## src/rtl/aes_job_scheduler.sv

```systemverilog
// Round-robin scheduler sharing one iterative AES-128 core between NREQ requesters,
// with a completion timeout on the core and a single id-tagged response channel.
module aes_job_scheduler #(
   parameter int unsigned NREQ    = 4,
   parameter int unsigned ID_W    = 2,
   parameter int unsigned TIMEOUT = 64
) (
   input  logic                   clk,
   input  logic                   rstn,
   input  logic [NREQ-1:0]        req_valid,
   input  logic [128*NREQ-1:0]    req_plain,
   input  logic [128*NREQ-1:0]    req_key,
   output logic [NREQ-1:0]        req_ready,
   output logic                   core_start,
   output logic [127:0]           core_plain,
   output logic [127:0]           core_key,
   input  logic                   core_done,
   input  logic [127:0]           core_cipher,
   output logic                   rsp_valid,
   input  logic                   rsp_ready,
   output logic [ID_W-1:0]        rsp_id,
   output logic [127:0]           rsp_cipher,
   output logic                   rsp_err,
   output logic [15:0]            jobs_done
);

   localparam int unsigned CNT_W = $clog2(TIMEOUT);

   typedef enum logic [1:0] {IDLE, ISSUE, WAIT, RESP} state_t;

   state_t            state;
   logic [ID_W-1:0]   rr_ptr;
   logic [ID_W-1:0]   cur_id;
   logic [ID_W-1:0]   grant;
   logic              found;
   logic [ID_W:0]     scan;
   logic [127:0]      sel_plain;
   logic [127:0]      sel_key;
   logic [CNT_W-1:0]  cnt;

   // First pending requester at or after rr_ptr, wrapping modulo NREQ.
   always_comb begin
      found = 1'b0;
      grant = '0;
      scan  = '0;
      for (int unsigned i = 0; i < NREQ; i++) begin
         scan = {1'b0, rr_ptr} + (ID_W+1)'(i);
         if (scan >= (ID_W+1)'(NREQ)) scan = scan - (ID_W+1)'(NREQ);
         if (!found && req_valid[scan[ID_W-1:0]]) begin
            found = 1'b1;
            grant = scan[ID_W-1:0];
         end
      end
   end

   always_comb begin
      sel_plain = '0;
      sel_key   = '0;
      for (int unsigned i = 0; i < NREQ; i++) begin
         if (grant == ID_W'(i)) begin
            sel_plain = req_plain[128*i +: 128];
            sel_key   = req_key[128*i +: 128];
         end
      end
   end

   // Accept strobe is combinational; held low while reset is asserted.
   always_comb begin
      req_ready = '0;
      if (rstn && state == IDLE && found) req_ready[grant] = 1'b1;
   end

   always_ff @(posedge clk or negedge rstn) begin
      if (!rstn) begin
         state      <= IDLE;
         rr_ptr     <= '0;
         cur_id     <= '0;
         cnt        <= '0;
         core_start <= 1'b0;
         core_plain <= '0;
         core_key   <= '0;
         rsp_valid  <= 1'b0;
         rsp_id     <= '0;
         rsp_cipher <= '0;
         rsp_err    <= 1'b0;
         jobs_done  <= '0;
      end else begin
         core_start <= 1'b0;
         case (state)
            IDLE: begin
               if (found) begin
                  cur_id     <= grant;
                  core_plain <= sel_plain;
                  core_key   <= sel_key;
                  core_start <= 1'b1;
                  state      <= ISSUE;
               end
            end
            ISSUE: begin
               cnt   <= '0;
               state <= WAIT;
            end
            WAIT: begin
               cnt <= cnt + CNT_W'(1);
               // A done coinciding with the last timeout cycle is still a good result.
               if (core_done) begin
                  rsp_cipher <= core_cipher;
                  rsp_err    <= 1'b0;
                  rsp_id     <= cur_id;
                  rsp_valid  <= 1'b1;
                  state      <= RESP;
               end else if (cnt == CNT_W'(TIMEOUT-1)) begin
                  rsp_cipher <= '0;
                  rsp_err    <= 1'b1;
                  rsp_id     <= cur_id;
                  rsp_valid  <= 1'b1;
                  state      <= RESP;
               end
            end
            RESP: begin
               if (rsp_ready) begin
                  rsp_valid <= 1'b0;
                  rr_ptr    <= (cur_id == ID_W'(NREQ-1)) ? '0 : cur_id + ID_W'(1);
                  jobs_done <= jobs_done + 16'd1;
                  state     <= IDLE;
               end
            end
            default: state <= IDLE;
         endcase
      end
   end

endmodule
```

## config.mk

```make
export PLATFORM = sky130hd
export DESIGN_NAME = aes_job_scheduler
export DESIGN_NICKNAME = d
export VERILOG_FILES = /design/src/rtl/aes_job_scheduler.sv
export SDC_FILE = /design/constraint.sdc
export NUM_CORES = 1
export LEC_CHECK = 0
export BUFFER_PORTS_ARGS = -buffer_cell sky130_fd_sc_hd__buf_2
export CAP_MARGIN = 40
export CORE_AREA = 2 2 604 606
export DETAILED_ROUTE_END_ITERATION = 16
export DIE_AREA = 0 0 606 608
export SYNTH_ARGS = -nofsm -noshare
export SYNTH_HDL_FRONTEND = slang
export SYNTH_SLANG_ARGS = --single-unit
```

## constraint.sdc

```tcl
create_clock -name clk -period 2.2 [get_ports clk]
set_input_delay 0.44 -clock clk [delete_from_list [all_inputs] [get_ports clk]]
set_output_delay 0.44 -clock clk [all_outputs]
set_load 0.01 [all_outputs]
```

* Word-level counts from Yosys, hierarchy flattened
Cells that the tools add are included.
** Storage, ports and cells
- Output and inout port bits :: 409
- Input port bits :: 1160
- Register bits :: 417
** Operators by class
- Equality and inequality tests :: 11
- Order comparisons :: 10
- Reduce and logical (&&, ||, !) cells :: 19
- $add $sub $neg :: 10
- Muxes and demuxes :: 49
** Operator list (number)
- two-way mux 128 bit :: 10
- two-way mux 2 bit :: 15
- adder 16 x 1 -> 16 bit (second input constant) :: 1
- less-than comparator 2 x 3 -> 1 bit (second input constant) :: 5
- two-way mux 1 bit :: 15
- case mux 6 bit (2 select lines) :: 1
- == test 2 bit (second input constant) :: 5
- >= comparator 3 bit (second input constant) :: 3
- binary-select mux 1 bit (select 2 bit) :: 4
- case mux 2 bit (4 select lines) :: 1
- subtractor 2 x 1 -> 2 bit (second input constant) :: 4
- adder 2 x 2 -> 3 bit (second input constant) :: 2
- adder 6 x 1 -> 6 bit (second input constant) :: 1
- == test 6 bit (second input constant) :: 1
- logical AND 1 bit :: 6
- AND reduction 2 bit :: 3
- AND reduction 3 bit :: 2
- nonzero test 2 bit :: 3
- == test 2 x 1 -> 1 bit (second input constant) :: 2
- logical NOT 2 bit :: 2
- two-way mux 4 bit :: 1
- inequality test 2 bit (second input constant) :: 2
- adder 2 x 1 -> 3 bit (second input constant) :: 1
- >= comparator 2 x 3 -> 1 bit (second input constant) :: 1
- other kinds (6) :: 8

* Depth between registers and ports, before layout
- Depth in word-level cells :: 19
- Mapped depth :: 11
- Mapped depth without buffers :: 7

* Least setup slack after synthesis
OpenSTA, ideal clock, no wires.
- Path kind :: reg2reg
- Start point :: register cnt[0]
- End point :: register rsp_cipher[58]
- Arrival time :: 2.026 ns
- Path slack :: 0.107 ns
- Cell stages (with the launch flop) :: 9
- Period minus slack after synthesis :: 2.093 ns
- Buffers on the path :: 3
- Library setup time :: 0.066 ns
- Required time :: 2.134 ns
- Cell sequence :: dfrtp_1 ha_1 and3_1 a31oi_1 nand2b_1 clkbuf_1 clkbuf_1 clkbuf_1 a22o_1
** On the way
- Cells in the longest elaborated chain, start to end :: 3
** Ends and longest elaborated chain
- from (decl) :: RTL line 39 : logic [CNT_W-1:0] cnt;
- from (signal assigned) :: RTL line 104 : cnt <= cnt + CNT_W'(1);
- == test 6 bit :: RTL line 112 : end else if (cnt == CNT_W'(TIMEOUT-1)) begin
- nonzero test 2 bit (no line)
- AND reduction 2 bit (no line)
- to (signal assigned) :: RTL line 107 : rsp_cipher <= core_cipher;
- to (decl) :: RTL line 22 : output logic [127:0] rsp_cipher,
Every way passes these cells.
A chain may end at the register's enable or synchronous reset.

* Worst setup path in the final report
- Start point :: register rr_ptr[1]
- End point :: output port req_ready[1]
** On the way
- Cells in the longest elaborated chain, start to end :: 19
- Elaborated cells on any way between the ends :: 44
- Those cells by class :: add/sub: 7; order compare: 6; mux: 23; reduce/logical: 8
** Ends and longest elaborated chain
- from (decl) :: RTL line 32 : logic [ID_W-1:0] rr_ptr;
- from (signal assigned) :: RTL line 123 : rr_ptr <= (cur_id == ID_W'(NREQ-1)) ? '0 : cur_id + ID_W'(1);
- parallel branches: the longest is 18 deep, another holds adder 2 x 1 -> 3 bit
- two-way mux 4 bit (*) :: RTL line 70 : if (rstn && state == IDLE && found) req_ready[grant] = 1'b1;
- to (decl) :: RTL line 13 : output logic [NREQ-1:0] req_ready,
Every way passes the cells marked *. The select of a mux whose other input is x is not followed.

==> summary.txt <==
Run status
  – Status: complete, but fails checks
  – Failing checks: negative setup slack

Cells and area
  – FILL cells: 41100
  – Design area: 49800 sq um
  – Layout area overhead: 127%
  – Ratio of cells with drive above 1 in the final layout: 59.4%
  – Nets: 5318
  – Fin util: 13.8%

Yosys
  – Post-Synth XOR/XNOR Area: 0.598%
  – Yosys top cell area share: 47.5%
  – Post-synthesis adder-cell area fraction: 0.342%
  – Syn nets: 3032
  – Syn Std Cell Area: 22000 sq um
  – Simple-Gate Fraction of Synth Area: 1.42%
  – Flops & latches, synth: 417
  – Number of flops mapped to enable cells by yosys: 0
  – Largest family of logic cells by synthesized area: multiplexers
  – Warnings, synthesis: 0
  – Synthesized area per cell: 11.8 sq um
  – Largest area contributor in the netlist: dfrtp_1
  – Area contributors post-synth: dfrtp_1 (48%), mux2i_1 (20%), o22ai_1 (7.4%)
  – Compound-gate portion of the synthesized area: 21.0%
  – Count of different cell masters after synthesis: 43
  – Post-synthesis sequential area ratio: 47.5%
  – Prevailing post-synth register cell: dfrtp_1
  – Post-synthesis mux area share: 24.1%
  – Ys async rst share: 100%
  – Mapped Cells: 1866

Timing
  – # setup viols final: 260
  – Max Slew Vio Count: 0
  – Setup ws final: -0.798 ns
  – Achievable frequency: 334 MHz
  – Final count of hold timing violations: 0
  – RSZ-0062 raised after global routing: true
  – Clk_skew: 0.0399 ns
  – Post-route minimum period: 3.00 ns
  – Post-route clock period utilization: 136%
  – Max_slew headroom: 43.8%
  – Worst-margin pin slew: 0.843 ns

Clocking
  – Clk_lat worst skew: 0.79 ns
  – CTS Buffer Depth: 4
  – CTS sink cnt: 417
  – Clock Root Buffer: clkbuf_16
  – CTS H-tree lvls: 3
  – CTS buffer count: 71
  – CTS tree: yes
  – Worst-path clk slew: 0.07 ns

Drt
  – DR pass1 iterations: 5
  – DRC violations left: 0
  – Starting DRT DRC Count: 2011
  – Vias: 29500
  – Avg WL per Cell: 37.9 um
  – Vias per inst: 3.22
  – Drt total wl: 347000 um
  – Final antenna-violating net count: 0

Floorplan
  – Num ports: 1569
  – DIE AREA: 368000 sq um
  – Rows: 221
  – Initial Utilization: 6.07%
  – Core Region: 362000 sq um
  – Die width: 606 um
  – Chip height: 608 um

Critical path
  – CP Max Fanout: 4
  – Crit end category: output pin
  – Worst setup SP type: flop
  – Setup CP Type: flop to output pin
  – Worst Path Required: 1.76 ns
  – WP data arrival: 2.56 ns

Power and ir drop
  – Worst vdd ir: 0.795 mV
  – Pleak: 22.8 nW
  – Pwr Density: 1290 nW/um^2
  – Final Power: 64.4 mW

GRT
  – Vias in the first global route: 29100
  – GRT Total Usage: 18.1%
  – Largest net degree at the start of global routing: 94
  – Initial antenna violation count: 491
  – GRT Residual Overflow: 0
  – First-pass GRT wire length: 409000 um

Placed design
  – Final Wtd Congestion: 0.973
  – Cell Area, Placed: 37700 sq um
  – # port buffers: 1568
  – DP HPWL: 308000 um

Run
  – Max-Cap Viols: 0

Min path
  – Worst min-delay path class: primary input to flop
-- worst max-delay path, stage by stage (launching register included) --
cell and delay [ns]:
dfrtp_2 0.47, buf_6 0.15, a21bo_4 0.22, a221o_2 0.45, nor3_4 0.22, buf_6 0.15
buf_12 0.10
-- sequential cells by signal (all words and copies together), names as in the netlist --
signal / count
cnt: 6
core_key: 128
core_plain: 128
core_start: 1
cur_id: 2
jobs_done: 16
rr_ptr: 2
rsp_cipher: 128
rsp_err: 1
rsp_id: 2
rsp_valid: 1
state: 2
-- final cells by class --
| cell class | instances | area (sq um) | share of cell area (%) |
|---|---|---|---|
| sequential | 417 | 10400 | 21.0 |
| multi-input combinational | 1265 | 13100 | 26.3 |
| timing repair buffer | 2387 | 17400 | 35.0 |
| tap | 4794 | 6000 | 12.0 |
| antenna | 174 | 435 | 0.875 |
| clock buffer | 90 | 1970 | 3.96 |
| inverter | 10 | 40.0 | 0.0804 |
| clock inverter | 32 | 372 | 0.746 |
-- cells in the mapped netlist (2+ instances only) --
master	instances
nand2_1	23
inv_1	9
a22o_1	128
nor2b_1	4
o21ai_0	5
a21oi_1	78
dfrtp_1	417
mux2i_1	439
a221oi_1	2
ha_1	6
clkbuf_1	67
o22ai_1	258
xor2_1	3
a21o_1	181
o31ai_1	2
and2_1	2
buf_2	52
nand3_1	10
buf_4	21
nor3_1	4
buf_1	2
buf_8	9
nand2b_1	3
buf_6	23
and3_1	5
xnor2_1	12
nor2_1	7
mux2_2	79
-- placed cells by master, fill, tap and decap left out, drive strengths merged, types with 2 or more instances in the layout --
cell	n
nor3	4
clkinvlp	5
a221oi	2
and3	5
clkbuf	92
mux2	79
xor2	3
a22o	128
nor2	7
a21oi	78
nor2b	4
bufinv	6
o21ai	6
nand3	10
dlygate4sd3	402
inv	17
xnor2	12
and2	2
ha	6
mux2i	439
diode	174
buf	1983
nand2b	3
o22ai	258
a21o	181
clkinv	14
nand2	23
o31ai	2
dfrtp	417
-- through the flow --
step	TNS, ns	hold slack (ns)	instances	setup WS [ns]
after global placement	-132.84	0.285	8324	-1.49
final	-101.16	0.0537	9169	-0.798
after floorplan	0	0.144	1866	0.107
after detailed placement	-126.62	0.285	8333	-1.02
after global routing	-125.50	0.0109	9086	-0.921
after CTS	-149.31	0.00000389	9005	-0.922
-- kinds of logic (layout without fill, tap and decap cells) --
logic type / after synthesis / in the layout
multiplexers: 518 / 518
AND/OR/NAND/NOR: 64 / 64
buffers and inverters: 184 / 2519
adder cells (fa/ha/maj): 6 / 6
XOR/XNOR: 15 / 15
other: 0 / 174
flip-flops: 417 / 417
AO/OA/AOI/OAI: 662 / 662
-- worst paths after layout --
path                                     start         endpoint  slack, ns  depth (start not counted)
worst min register to register    core_key[13]     core_key[13]       0.47                          1
min in group asynchronous                 rstn  rsp_cipher[113]       0.29                          2
worst max register to register       rr_ptr[1]   core_plain[55]      -0.62                         14
max in group asynchronous                 rstn   rsp_cipher[37]       0.41                          4
worst max-delay path                 rr_ptr[1]     req_ready[1]      -0.80                          6
worst min-delay path            req_plain[298]   core_plain[42]       0.05                          4
-- layer usage --
layer | up-vias | part of all wire (%) | GRT usage, %
met5 | - | 0.54 | 0
met4 | 282 | 4.1 | 5.40
met3 | 974 | 11 | 8.21
met2 | 1943 | 51 | 33.1
met1 | 14300 | 34 | 18.3
li1 | 12000 | - | -
-- power breakdown --
group,leakage [nW],internal (mW),switching (mW),total (mW)
Combinational,16.6,17.5,20.9,38.4
Clock,1.14,7.07,4.94,12.0
Sequential,5.08,11.3,2.68,14.0
Total,22.8,35.9,28.5,64.4
-- what timing repair did --
item | 4_1_cts | 5_1_grt
buffers inserted | 139 | 43
setup endpoints to repair | 267 | 261
hold endpoints to repair | 483 | 0
cloned | 28 | 2
gates resized for setup | 541 | 293
pin swaps | 126 | 106
hold buffers | 402 | 0
Power figures use the tool's default switching activity.
